File: config.mk
export PLATFORM = sky130hd
export DESIGN_NAME = seg7_scan_driver_flat
export DESIGN_NICKNAME = d
export VERILOG_FILES = /design/src/rtl/seg7_scan_driver_if.sv /design/src/rtl/seg7_scan_driver.sv /design/src/flat_wrapper.sv
export SDC_FILE = /design/constraint.sdc
export NUM_CORES = 1
export LEC_CHECK = 0
export ABC_AREA = 1
export CAP_MARGIN = 5
export CORE_AREA = 2 2 121 123
export DETAILED_ROUTE_END_ITERATION = 10
export DIE_AREA = 0 0 123 125
export PLACE_DENSITY = 0.52
export SLEW_MARGIN = 10
export SYNTH_ARGS = -nofsm -noshare
export SYNTH_HDL_FRONTEND = slang
export SYNTH_SLANG_ARGS = --single-unit
export TNS_END_PERCENT = 30
File: constraint.sdc
create_clock -name i_sys_clk -period 3.3 [get_ports i_sys_clk]
set_input_delay 0.495 -clock i_sys_clk [delete_from_list [all_inputs] [get_ports i_sys_clk]]
set_output_delay 0.495 -clock i_sys_clk [all_outputs]
set_load 0.1 [all_outputs]
File: src/rtl/seg7_scan_driver_if.sv
// Display bundle between the stopwatch digit source (master) and the
// seven-segment scan driver (slave).
interface seg7_scan_driver_if #(
  parameter int NUM_DIGITS = 8
);
  logic [4*NUM_DIGITS-1:0] i_bcd;
  logic [NUM_DIGITS-1:0]   i_dp;
  logic [NUM_DIGITS-1:0]   i_digit_en;
  logic                    i_blank;
  logic [NUM_DIGITS-1:0]   o_digits;
  logic [7:0]              o_segments;

  modport master (
    output i_bcd, i_dp, i_digit_en, i_blank,
    input  o_digits, o_segments
  );

  modport slave (
    input  i_bcd, i_dp, i_digit_en, i_blank,
    output o_digits, o_segments
  );
endinterface

File: src/rtl/seg7_scan_driver.sv
// Time-multiplexed common-anode seven-segment driver: one digit per slot,
// frame-coherent digit latch, anti-ghosting blank at the start of each slot.
module seg7_scan_driver #(
  parameter int NUM_DIGITS = 8,
  parameter int SCAN_DIV   = 100_000,
  parameter int BLANK_CYC  = 1_000
) (
  input  logic               i_sys_clk,
  input  logic               i_reset,
  seg7_scan_driver_if.slave  io_disp
);

  localparam int CNT_W = (SCAN_DIV > 2) ? $clog2(SCAN_DIV) : 1;
  localparam int IDX_W = $clog2(NUM_DIGITS);
  localparam logic [CNT_W-1:0] CNT_LAST  = CNT_W'(SCAN_DIV - 1);
  localparam logic [CNT_W-1:0] BLANK_LIM = CNT_W'(BLANK_CYC);
  localparam logic [IDX_W-1:0] IDX_LAST  = IDX_W'(NUM_DIGITS - 1);

  // Active-low {g,f,e,d,c,b,a}; non-BCD nibbles show a dash (segment g only).
  function automatic logic [6:0] seg7(input logic [3:0] v);
    case (v)
      4'd0:    seg7 = 7'h40;
      4'd1:    seg7 = 7'h79;
      4'd2:    seg7 = 7'h24;
      4'd3:    seg7 = 7'h30;
      4'd4:    seg7 = 7'h19;
      4'd5:    seg7 = 7'h12;
      4'd6:    seg7 = 7'h02;
      4'd7:    seg7 = 7'h78;
      4'd8:    seg7 = 7'h00;
      4'd9:    seg7 = 7'h10;
      default: seg7 = 7'h3F;
    endcase
  endfunction

  logic [CNT_W-1:0]        r_cnt;
  logic [IDX_W-1:0]        r_idx;
  logic [4*NUM_DIGITS-1:0] r_bcd;
  logic [NUM_DIGITS-1:0]   r_dp;
  logic [NUM_DIGITS-1:0]   r_en;
  logic [NUM_DIGITS-1:0]   r_digits;
  logic [7:0]              r_segments;

  logic [3:0]              w_nib;
  logic                    w_dark;
  logic [NUM_DIGITS-1:0]   w_digits;
  logic [7:0]              w_segments;

  // Next output pattern from the current slot position and latched frame.
  always_comb begin
    w_nib      = r_bcd[{r_idx, 2'b00} +: 4];
    w_dark     = io_disp.i_blank | (r_cnt < BLANK_LIM) | ~r_en[r_idx];
    w_digits   = {NUM_DIGITS{1'b1}};
    w_segments = 8'hFF;
    if (w_dark) begin
      w_digits   = {NUM_DIGITS{1'b1}};
      w_segments = 8'hFF;
    end else begin
      w_digits   = ~(NUM_DIGITS'(1) << r_idx);
      w_segments = {~r_dp[r_idx], seg7(w_nib)};
    end
  end

  // Slot prescaler, digit index, frame latch and registered outputs.
  always_ff @(posedge i_sys_clk) begin
    if (i_reset) begin
      r_cnt      <= '0;
      r_idx      <= '0;
      r_bcd      <= '0;
      r_dp       <= '0;
      r_en       <= '0;
      r_digits   <= {NUM_DIGITS{1'b1}};
      r_segments <= 8'hFF;
    end else begin
      if (r_cnt == CNT_LAST) begin
        r_cnt <= '0;
        r_idx <= (r_idx == IDX_LAST) ? '0 : r_idx + IDX_W'(1);
      end else begin
        r_cnt <= r_cnt + CNT_W'(1);
        r_idx <= r_idx;
      end
      // Frame start: the blank interval hides this latch from the outputs.
      if ((r_cnt == '0) && (r_idx == '0)) begin
        r_bcd <= io_disp.i_bcd;
        r_dp  <= io_disp.i_dp;
        r_en  <= io_disp.i_digit_en;
      end else begin
        r_bcd <= r_bcd;
        r_dp  <= r_dp;
        r_en  <= r_en;
      end
      r_digits   <= w_digits;
      r_segments <= w_segments;
    end
  end

  assign io_disp.o_digits   = r_digits;
  assign io_disp.o_segments = r_segments;

endmodule

File: src/flat_wrapper.sv
// flat-port wrapper written by rule: the top's interface ports become plain ports
module seg7_scan_driver_flat 
#(
  parameter int NUM_DIGITS = 8,
  parameter int SCAN_DIV   = 100_000,
  parameter int BLANK_CYC  = 1_000
)
  (i_sys_clk, i_reset, io_disp_i_bcd, io_disp_i_dp, io_disp_i_digit_en, io_disp_i_blank, io_disp_o_digits, io_disp_o_segments);
  seg7_scan_driver_if #(.NUM_DIGITS(NUM_DIGITS)) io_disp_i ();
  input  logic i_sys_clk;
  input  logic i_reset;
  input wire logic [$bits(io_disp_i.i_bcd)-1:0] io_disp_i_bcd;
  input wire logic [$bits(io_disp_i.i_dp)-1:0] io_disp_i_dp;
  input wire logic [$bits(io_disp_i.i_digit_en)-1:0] io_disp_i_digit_en;
  input wire logic [$bits(io_disp_i.i_blank)-1:0] io_disp_i_blank;
  output wire logic [$bits(io_disp_i.o_digits)-1:0] io_disp_o_digits;
  output wire logic [$bits(io_disp_i.o_segments)-1:0] io_disp_o_segments;
  assign io_disp_i.i_bcd = io_disp_i_bcd;
  assign io_disp_i.i_dp = io_disp_i_dp;
  assign io_disp_i.i_digit_en = io_disp_i_digit_en;
  assign io_disp_i.i_blank = io_disp_i_blank;
  assign io_disp_o_digits = io_disp_i.o_digits;
  assign io_disp_o_segments = io_disp_i.o_segments;
  seg7_scan_driver #(.NUM_DIGITS(NUM_DIGITS), .SCAN_DIV(SCAN_DIV), .BLANK_CYC(BLANK_CYC)) u_core (.i_sys_clk(i_sys_clk), .i_reset(i_reset), .io_disp(io_disp_i));
endmodule
==> summary.md <==
| Metric | Value |
|---|---|
| Min-delay worst type | `reg -> reg` |
| Fin crit period | `2.440 ns` |
| Slew @ Worst Pin | `0.9724 ns` |
| Cells after Synth | `624` |
| Endpoints failing setup | `0` |
| Power Total | `2.530 mW` |
| DRC | `0` |
| Antenna Nets Post-Route | `0` |
| Area Overhead vs Synth | `25.38%` |
| Count of cell types in the netlist | `29` |
| Seq/Total Area, Yosys | `0.4085` |
| Max-Cap Viols | `0` |
| Worst R2R Start | `u_core.r_idx[1]` |
| First-pass GRT wire length | `16,930 um` |
| CP arrival | `2.66 ns` |
| Setup TNS | `0 ns` |
| Count leader, synth | `nand2_1` |
| Root Buffer | `clkbuf_16` |
| RSZ-0062 raised after global routing | `false` |
| Core area | `0.01420 sq mm` |
| Grt total ovfl | `0` |
| Final Wtd Congestion | `0.8294` |
| Ranking of synthesized cells by area | `dfxtp_1 41%, nand2_1 16%, nor2_1 11%` |
| FF-to-FF setup slack | `0.86 ns` |
| Status | `finished clean` |
| Worst-skew pair later-pin latency | `0.34 ns` |
| Seq cells post-synth | `84` |
| Die ar. | `0.01538 sq mm` |
| Syn_nets | `688` |
| CP endpoint kind | `flip-flop` |
| Detail-routed via count per cell | `4.353` |
| Critical path peak fanout | `48` |
| Pwr dens | `490.1 mW/mm^2` |
| Die Span Y | `125 um` |
| Top-area cell type share of the netlist area | `0.4085` |
| Count of final hold-check violations | `0` |
| Total routed wirelength | `10,030 um` |
| Hold_sp | `u_core.r_cnt[16]` |
| CTS tree | `yes` |
| Max Buffers Root-to-Sink | `2` |
| Tcrit/Tclk final | `0.7394` |
| Worst Setup Start Kind | `flip-flop` |
| Placed Cells | `852` |
| Max Fclk | `0.4098 GHz` |
| CTS clock-pin slew for the worst setup and hold paths | `0.06 ns` |
| Synthesized area | `0.004116 sq mm` |
| Post-CTS Setup Bufs | `0` |
| Critical path class | `reg -> reg` |
| # nets final | `743` |
| Post-cts sizing count | `0` |
| CP required | `3.52 ns` |
| I/O Buffers | `66` |
| Post-synth EDFFs | `0` |
| Initial core utilization | `0.2898` |
| Die width | `123 um` |
| Maximum VDD drop | `0.2216 mV` |
| Layout Cells excl Fill | `865` |
| Pre-Repair DR Iteration Count | `5` |
| Post-CTS Hold Buffers | `0` |
| Hold Path Sink | `u_core.r_cnt[16]` |
| Synth Area per Inst | `6.597 sq um` |
| Post-synth ARST share | `0` |
| Headroom to the max-slew limit | `0.3497` |
| FF-to-FF End | `u_core.r_en[2]` |
| All-Layer GR Usage | `0.1370` |
| LEAKAGE | `2.355 nW` |
| Total number of yosys warnings | `0` |
| Routed WL per cell | `11.59 um` |
| Vias | `3,765` |
| Vias in the first global route | `3,641` |
| Fin. max-slew vios | `0` |
| Yosys top cell by area | `dfxtp_1` |
| Largest net degree at the start of global routing | `49` |
| Layout fillers | `1,537` |
| Synth Flop Type | `dfxtp_1` |
| Max Clock Skew | `0.008474 ns` |
| HPWL after DPL | `7111 um` |
| # rows | `44` |
| Antenna cells | `0` |
| Reg2Reg Depth | `9` |
| Clock tree sinks | `84` |
| Ports | `67` |
| Antenna violations before repair | `0` |
| CTS buffer count | `9` |
| Hold Crit Depth | `2` |
| Share of layout cells above drive strength 1 | `0.04552` |
| Number of H-tree levels | `3` |
| DRT iter0 DRCs | `270` |
| Post-synth top cells | `179 x nand2_1, 120 x nor2_1, 84 x dfxtp_1, 77 x inv_1, 60 x nand3_1` |
[worst max-delay path: stages, from the launching register on]
cell     delay (ns)
dfxtp_1        0.79
inv_2          0.31
ha_1           0.31
nand2_1        0.08
nor3_1         0.05
nand3_2        0.09
buf_4          0.40
nand2_1        0.12
nand2_1        0.10
nor2_1         0.05
[per-stage QoR]
stage / hold WS [ns] / setup WS, ns / util / area, sq um
detailed placement: 0.4795 / 0.6040 / 0.3427 / 4867
finish: 0.4887 / 0.8600 / 0.3634 / 5161
floorplan: 0.4300 / 1.541 / - / 4116
global placement: 0.4405 / 0.6905 / 0.3427 / 4867
global route: 0.5162 / 0.6019 / 0.3634 / 5161
CTS: 0.4936 / 0.8332 / 0.3634 / 5161
[cells in the final DEF, fill, tap and decap left out, types with 2 or more instances in the layout]
cell	count
nand2_1	179
nor2_1	120
dfxtp_1	84
inv_1	77
clkdlybuf4s50_1	66
nand3_1	60
a21oi_1	18
ha_1	13
o21ai_0	11
clkbuf_16	9
nor3_1	5
nand4_1	5
buf_4	4
inv_2	3
nor2_2	3
nand2_2	3
xor2_1	3
nand3_2	2
nor2_4	2
o211ai_1	2
bufinv_16	2
[sequential cells by signal, indices dropped and copies added (netlist names)]
register and flops:
u_core.r_bcd 32, u_core.r_cnt 17, u_core.io_disp.o_digits 8, u_core.io_disp.o_segments 8, u_core.r_dp 8, u_core.r_en 8
u_core.r_idx 3
[cell families (layout without fill, tap and decap cells)]
family,count (synthesis),count (layout),synth area share
buf+inv,108,165,0.1167
compound gates,31,31,0.03890
fa+ha+maj,13,13,0.03951
flops,84,84,0.4085
simple gates,384,384,0.3878
xor+xnor,4,4,0.008512
[layout make-up]
cell class	count	area, sq um	area share
Multi-Input combinational cell	432	1954	0.3787
Timing Repair Buffer	70	690.7	0.1338
Clock inverter	3	65.06	0.01261
Tap cell	184	230.2	0.04461
Inverter	82	310.3	0.06012
Clock buffer	10	229.0	0.04436
Sequential cell	84	1682	0.3258
[power breakdown]
group / switching, mW / total (mW) / internal [mW] / leakage, nW
clock network: 0.375 / 1.02 / 0.649 / 0.144
registers: 0.0259 / 1.12 / 1.09 / 0.691
logic: 0.231 / 0.389 / 0.158 / 1.52
[worst max-delay path by stage]
stage                                from               end  depth (start not counted)
after global placement            i_reset  u_core.r_cnt[14]                          4
after detailed placement          i_reset  u_core.r_cnt[14]                          4
final                     u_core.r_idx[1]    u_core.r_en[2]                          9
after global routing      u_core.r_idx[1]   u_core.r_bcd[4]                          9
after floorplan           u_core.r_idx[0]   u_core.r_bcd[0]                         11
after CTS                 u_core.r_idx[1]    u_core.r_en[2]                          9
[routing by layer]
metal / track usage / vias to the layer above / share of wire
li1: - / 2010 / -
met1: 0.1753 / 1693 / 0.47
met2: 0.2291 / 57 / 0.48
met3: 0.02692 / 5 / 0.037
met4: 0.04612 / 0 / 0.0068
met5: 0 / - / 0
Note: power is estimated with default switching activity, not from simulation.
==> RTL change 1, RTL diff (same flow settings) <==
`NUM_DIGITS` is set to 8 in 3 places; all go to 4.
--- a/src/rtl/seg7_scan_driver_if.sv
+++ b/src/rtl/seg7_scan_driver_if.sv
@@ -3,3 +3,3 @@
 interface seg7_scan_driver_if #(
-  parameter int NUM_DIGITS = 8
+  parameter int NUM_DIGITS = 4
 );
--- a/src/rtl/seg7_scan_driver.sv
+++ b/src/rtl/seg7_scan_driver.sv
@@ -3,3 +3,3 @@
 module seg7_scan_driver #(
-  parameter int NUM_DIGITS = 8,
+  parameter int NUM_DIGITS = 4,
   parameter int SCAN_DIV   = 100_000,
--- a/src/flat_wrapper.sv
+++ b/src/flat_wrapper.sv
@@ -3,3 +3,3 @@
 #(
-  parameter int NUM_DIGITS = 8,
+  parameter int NUM_DIGITS = 4,
   parameter int SCAN_DIV   = 100_000,
Interface: changed (resized io_disp_i_bcd, io_disp_i_digit_en, io_disp_i_dp and io_disp_o_digits); port bits go from 67 to 39. The function was not compared with the original's and may differ.
==> RTL change 1 against the original RTL <==
Routed wire length is 37% lower; core utilization down 12 points; setup slack improved by 0.20 ns; sequential cell count down 29; fmax is 9.0% higher; largest power group unchanged; critical path type is now reg -> out; clock skew up 0.0023 ns; sequential share of layout area fell by 1.1 points; cell count down 27%; design area fell by 32%; area after synthesis fell by 33%; non-clock buffer count is 31 lower; clock power down 34%; power is 36% lower; largest cell class unchanged; synthesized cell count decreased by 34%.
==> RTL change 1: results (changes against the original RTL) <==
* Outcome: finished, final reports clean
* Signal buffers at 39 (-44%)
* Crit path largest cell delay at 1.13 ns (+0.34 ns)
* Clock latency on the worst-skew pair at 0.30 ns (-0.04 ns)
* GRT Total Usage at 8.66% (-5.0 points)
* DR vias at 2433 (-35%)
* Max reg flops at 17 (-47%)
* First-pass GRT wire length at 10.9 mm (-35%)
* Sequential standard cell area at 0.00110 sq mm (-35%)
* CP top delay family: buffers and inverters
* Buffering overhead at 11.1% (-2.3 points)
* Placer Congestion at 0.854 (+2.9%)
* Signal inverters at 51 (-38%)
* Routed wire per std cell at 9.98 um (-14%)
* Nets at 486 (-35%)
* H-tree depth at 2 (-1)
* Cts bufs inserted at 5 (-4)
* Peak supply drop at 0.000217 V (-1.9%)
* Register area share after synthesis at 39.6% (-1.2 points)
* Layout cells sized above 1 at 6.46% (+1.9 points)
* CP startpoint: u_core.io_disp.o_segments[3]
* Least-Margin Pin Slew at 0.979 ns (+0.00658 ns)
* Pre-Repair DR Iteration Count at 4 (-1)
* Multi-In Gates at 296 (-31%)
* Multi-input gate share of total cell area at 39.9% (+2.0 points)
* Top cells by instance count after synthesis: nand2_1 (119), nor2_1 (97), dfxtp_1 (55)
* Cell Area, Placed at 0.00331 sq mm (-32%)
* Drt first-iter violations at 86 (-68%)
* FFs & Latches at 55 (-35%)
* Detailed Place HPWL at 4.67 mm (-34%)
* Critical hold path startpoint: u_core.r_cnt[0]
* Leak Pwr at 0.00151 uW (-36%)
* Clock-cell share at 5.51% (-0.19 points)
* Dominant cells by area after synthesis: dfxtp_1 (40%), nand2_1 (16%), nor2_1 (13%)
* Crit Path Max Fanout at 1 (-98%)
* Syn Nets at 451 (-34%)
* Fin area at 0.00350 sq mm (-32%)
* Largest reg by FF count: u_core.r_cnt
* Fill count at 1611 (+4.8%)
* CP max-delay cell: clkdlybuf4s50_1
* Largest net degree at the start of global routing at 49 (unchanged)
* Clk_skew at 0.0108 ns (+0.00229 ns)
* IO Port Bufs at 38 (-42%)
## RTL change 1: changes by cell type after synthesis, sizes merged, moves of 3 or more
cell / unedited run / this run
a21oi: 18 / 10
buf: 20 / 9
clkbuf: 6 / 2
dfxtp: 84 / 55
inv: 81 / 51
nand2: 182 / 125
nand3: 62 / 32
nand4: 5 / 2
nor2: 125 / 100
nor3: 6 / 1
o21ai: 11 / 5
## RTL change 1: final timing paths
kind	to	slack [ns]	depth (start not counted)
hold / removal	u_core.r_cnt[0]	0.47	1
hold reg to reg	u_core.r_cnt[0]	0.47	1
setup reg to reg	u_core.r_bcd[13]	1.17	9
setup / recovery	io_disp_o_segments[3]	1.06	1
## RTL change 1: cell families after synthesis
| logic type | after synthesis | synth area share, % |
|---|---|---|
| adders and majority gates | 11 | 4.95 |
| buffers and inverters | 62 | 10.1 |
| DFF | 55 | 39.6 |
| and+or+nand+nor | 263 | 40.4 |
| xor gates and xnor gates | 7 | 2.21 |
| AOI/OAI and AO/OA | 15 | 2.70 |
## RTL change 1: through the flow
step           std cells  util, %
4_1_cts              633     24.6
3_3_place_gp         625     23.3
3_5_place_dp         625     23.3
2_1_floorplan        413        -
6_report             633     24.6
5_1_grt              633     24.6
## RTL change 1: metal layers
| metal | vias to the layer above | routed length, um | GRT usage (%) | part of all wire (%) |
|---|---|---|---|---|
| met5 | - | 0 | 0 | 0 |
| li1 | 1314 | - | - | - |
| met2 | 55 | 2590 | 12.8 | 41 |
| met3 | 7 | 363 | 1.96 | 5.7 |
| met4 | 0 | 61 | 2.01 | 0.97 |
| met1 | 1057 | 3310 | 12.7 | 52 |
## RTL change 1: report_power, final
group / switching [uW] / total (uW) / internal, uW
clock network: 240 / 675 / 435
registers: 17.7 / 720 / 703
logic: 135 / 226 / 91.1
total: 393 / 1620 / 1230
==> RTL change 2, RTL diff (same settings) <==
Made on the original files. Reset style: asynchronous (`i_reset`), changed in one clocked block.
--- a/src/rtl/seg7_scan_driver.sv
+++ b/src/rtl/seg7_scan_driver.sv
@@ -64,3 +64,3 @@
   // Slot prescaler, digit index, frame latch and registered outputs.
-  always_ff @(posedge i_sys_clk) begin
+  always_ff @(posedge i_sys_clk or posedge i_reset) begin
     if (i_reset) begin
Function: no difference found for any inputs over 10 cycles, from zero or initial values and one cycle with i_reset high; that may be too few to reach the edited logic, so the function may still have changed.
==> RTL change 2 against the original RTL <==
Area after synthesis up 5.3%; routed wire length about the same; count of clock-buffer cells in the layout up 1; cell count down 7.7%; setup slack better by 0.13 ns; sequential cell count unchanged; core utilization up 1.7 points; design area up 4.7%.
Power is not compared: it rests on default switching activity, and its combinational part moved more than twofold at a synthesized area within 25%.
==> RTL change 2: results (changes against the original RTL) <==
* Detailed Place HPWL at 7.31 mm (+2.8%)
* CP top delay family: simple AND/OR/NAND/NOR gates
* Xor/xnor cell area share of the yosys netlist at 1.41% (+0.56 points)
* Layout cells sized above 1 at 11.2% (+6.7 points)
* GRT Total Usage at 14.1% (+0.45 points)
* Top cells by instance count after synthesis: nand2_1 (128), inv_1 (96), dfrtp_1 (68)
* Post-Synth Adder-Cell Area at 3.75% (-0.20 points)
* Largest net degree at the start of global routing at 85 (+73%)
* Critical hold path startpoint: u_core.r_dp[1]
* Fill count at 1545 (+0.52%)
* Final wirelength at 10.0 mm (about the same)
* Worst Hold Slack at 0.490 ns (+0.000979 ns)
* Clk_skew at 0.00754 ns (-0.000930 ns)
* Post-synth top flop: dfrtp_1
* Crit path arrival time at 2.53 ns (-0.13 ns)
* Drt first-iter violations at 222 (-18%)
* Cell Area, Placed at 0.00510 sq mm (+4.8%)
* Crit path largest cell delay at 0.44 ns (-0.35 ns)
* Worst Hold Path EP: u_core.r_dp[1]
* Register area share after synthesis at 48.9% (+8.1 points)
* CP max-delay cell: nand3_2
* Dominant cells by area after synthesis: dfrtp_1 (39%), nand2_1 (11%), dfstp_2 (9.7%)
* Compound-gate portion of the synthesized area at 8.54% (+4.6 points)
* Async SR Flop Fraction at 100% (+100 points)
* Crit Path Max Fanout at 35 (-27%)
* Vias in the first global route at 3518 (-3.4%)
* R2R Setup Slk at 0.99 ns (+0.13 ns)
* First-pass GRT wire length at 17.1 mm (+1.0%)
* Reg2Reg Depth at 8 (-1)
* Placer Congestion at 0.834 (+0.54%)
* Yosys cell types at 31 (+6.9%)
* Reg2reg end: u_core.r_bcd[19]
* Outcome: finished, final reports clean
* Headroom to the max-slew limit at 64.3% (+29 points)
* Syn_area_per_cell at 7.94 sq um (+20%)
* Reg2Reg Launch Point: u_core.r_idx[0]
* Syn Nets at 610 (-11%)
* Pre-Repair DR Iteration Count at 4 (-1)
* Inst Count DP at 782 (-8.2%)
* Routed wire per std cell at 12.6 um (+8.5%)
-- RTL change 2: tightest hold or removal path, stage by stage (launching register included) --
cell	delay (ns)
dfrtp_1	0.34
nand2_1	0.05
o21ai_1	0.06
-- RTL change 2: cells by family (layout without fill, tap and decap cells) --
family | Yosys count | in the layout
buffers and inverters | 121 | 189
DFF | 84 | 84
and+or+nand+nor | 250 | 250
adders and majority gates | 13 | 13
AOI/OAI and AO/OA | 71 | 71
xor gates and xnor gates | 7 | 7
-- RTL change 2: final cells by class --
| cell class | instances | area share, % |
|---|---|---|
| Clock buffer | 11 | 4.49 |
| Clock inverter | 5 | 1.13 |
| Inverter | 101 | 7.09 |
| Multi-Input combinational cell | 341 | 31.2 |
| Sequential cell | 84 | 39.3 |
| Tap cell | 184 | 4.26 |
| Timing Repair Buffer | 72 | 12.6 |
-- RTL change 2: where the power goes --
group | internal [uW] | total (uW) | switching [uW] | leakage (uW)
combinational | 86.4 | 163 | 76.7 | 0.00157
clock | 608 | 1020 | 415 | 0.000138
sequential | 1060 | 1080 | 16.8 | 0.000993
total | 1760 | 2260 | 508 | 0.00270
-- RTL change 2: layer usage --
metal | share of wire, % | up-vias | GRT usage, %
li1 | - | 1820 | -
met1 | 50 | 1623 | 19.4
met2 | 45 | 54 | 21.8
met3 | 3.4 | 13 | 2.87
met4 | 2.0 | 0 | 5.68
met5 | 0 | - | 0
-- RTL change 2: through the flow --
step | setup slack, ns | util, %
3_5_place_dp | 0.963 | 35.9
4_1_cts | 0.947 | 38.0
2_1_floorplan | 0.666 | -
3_3_place_gp | 1.03 | 35.9
5_1_grt | 0.755 | 38.0
6_report | 0.989 | 38.0
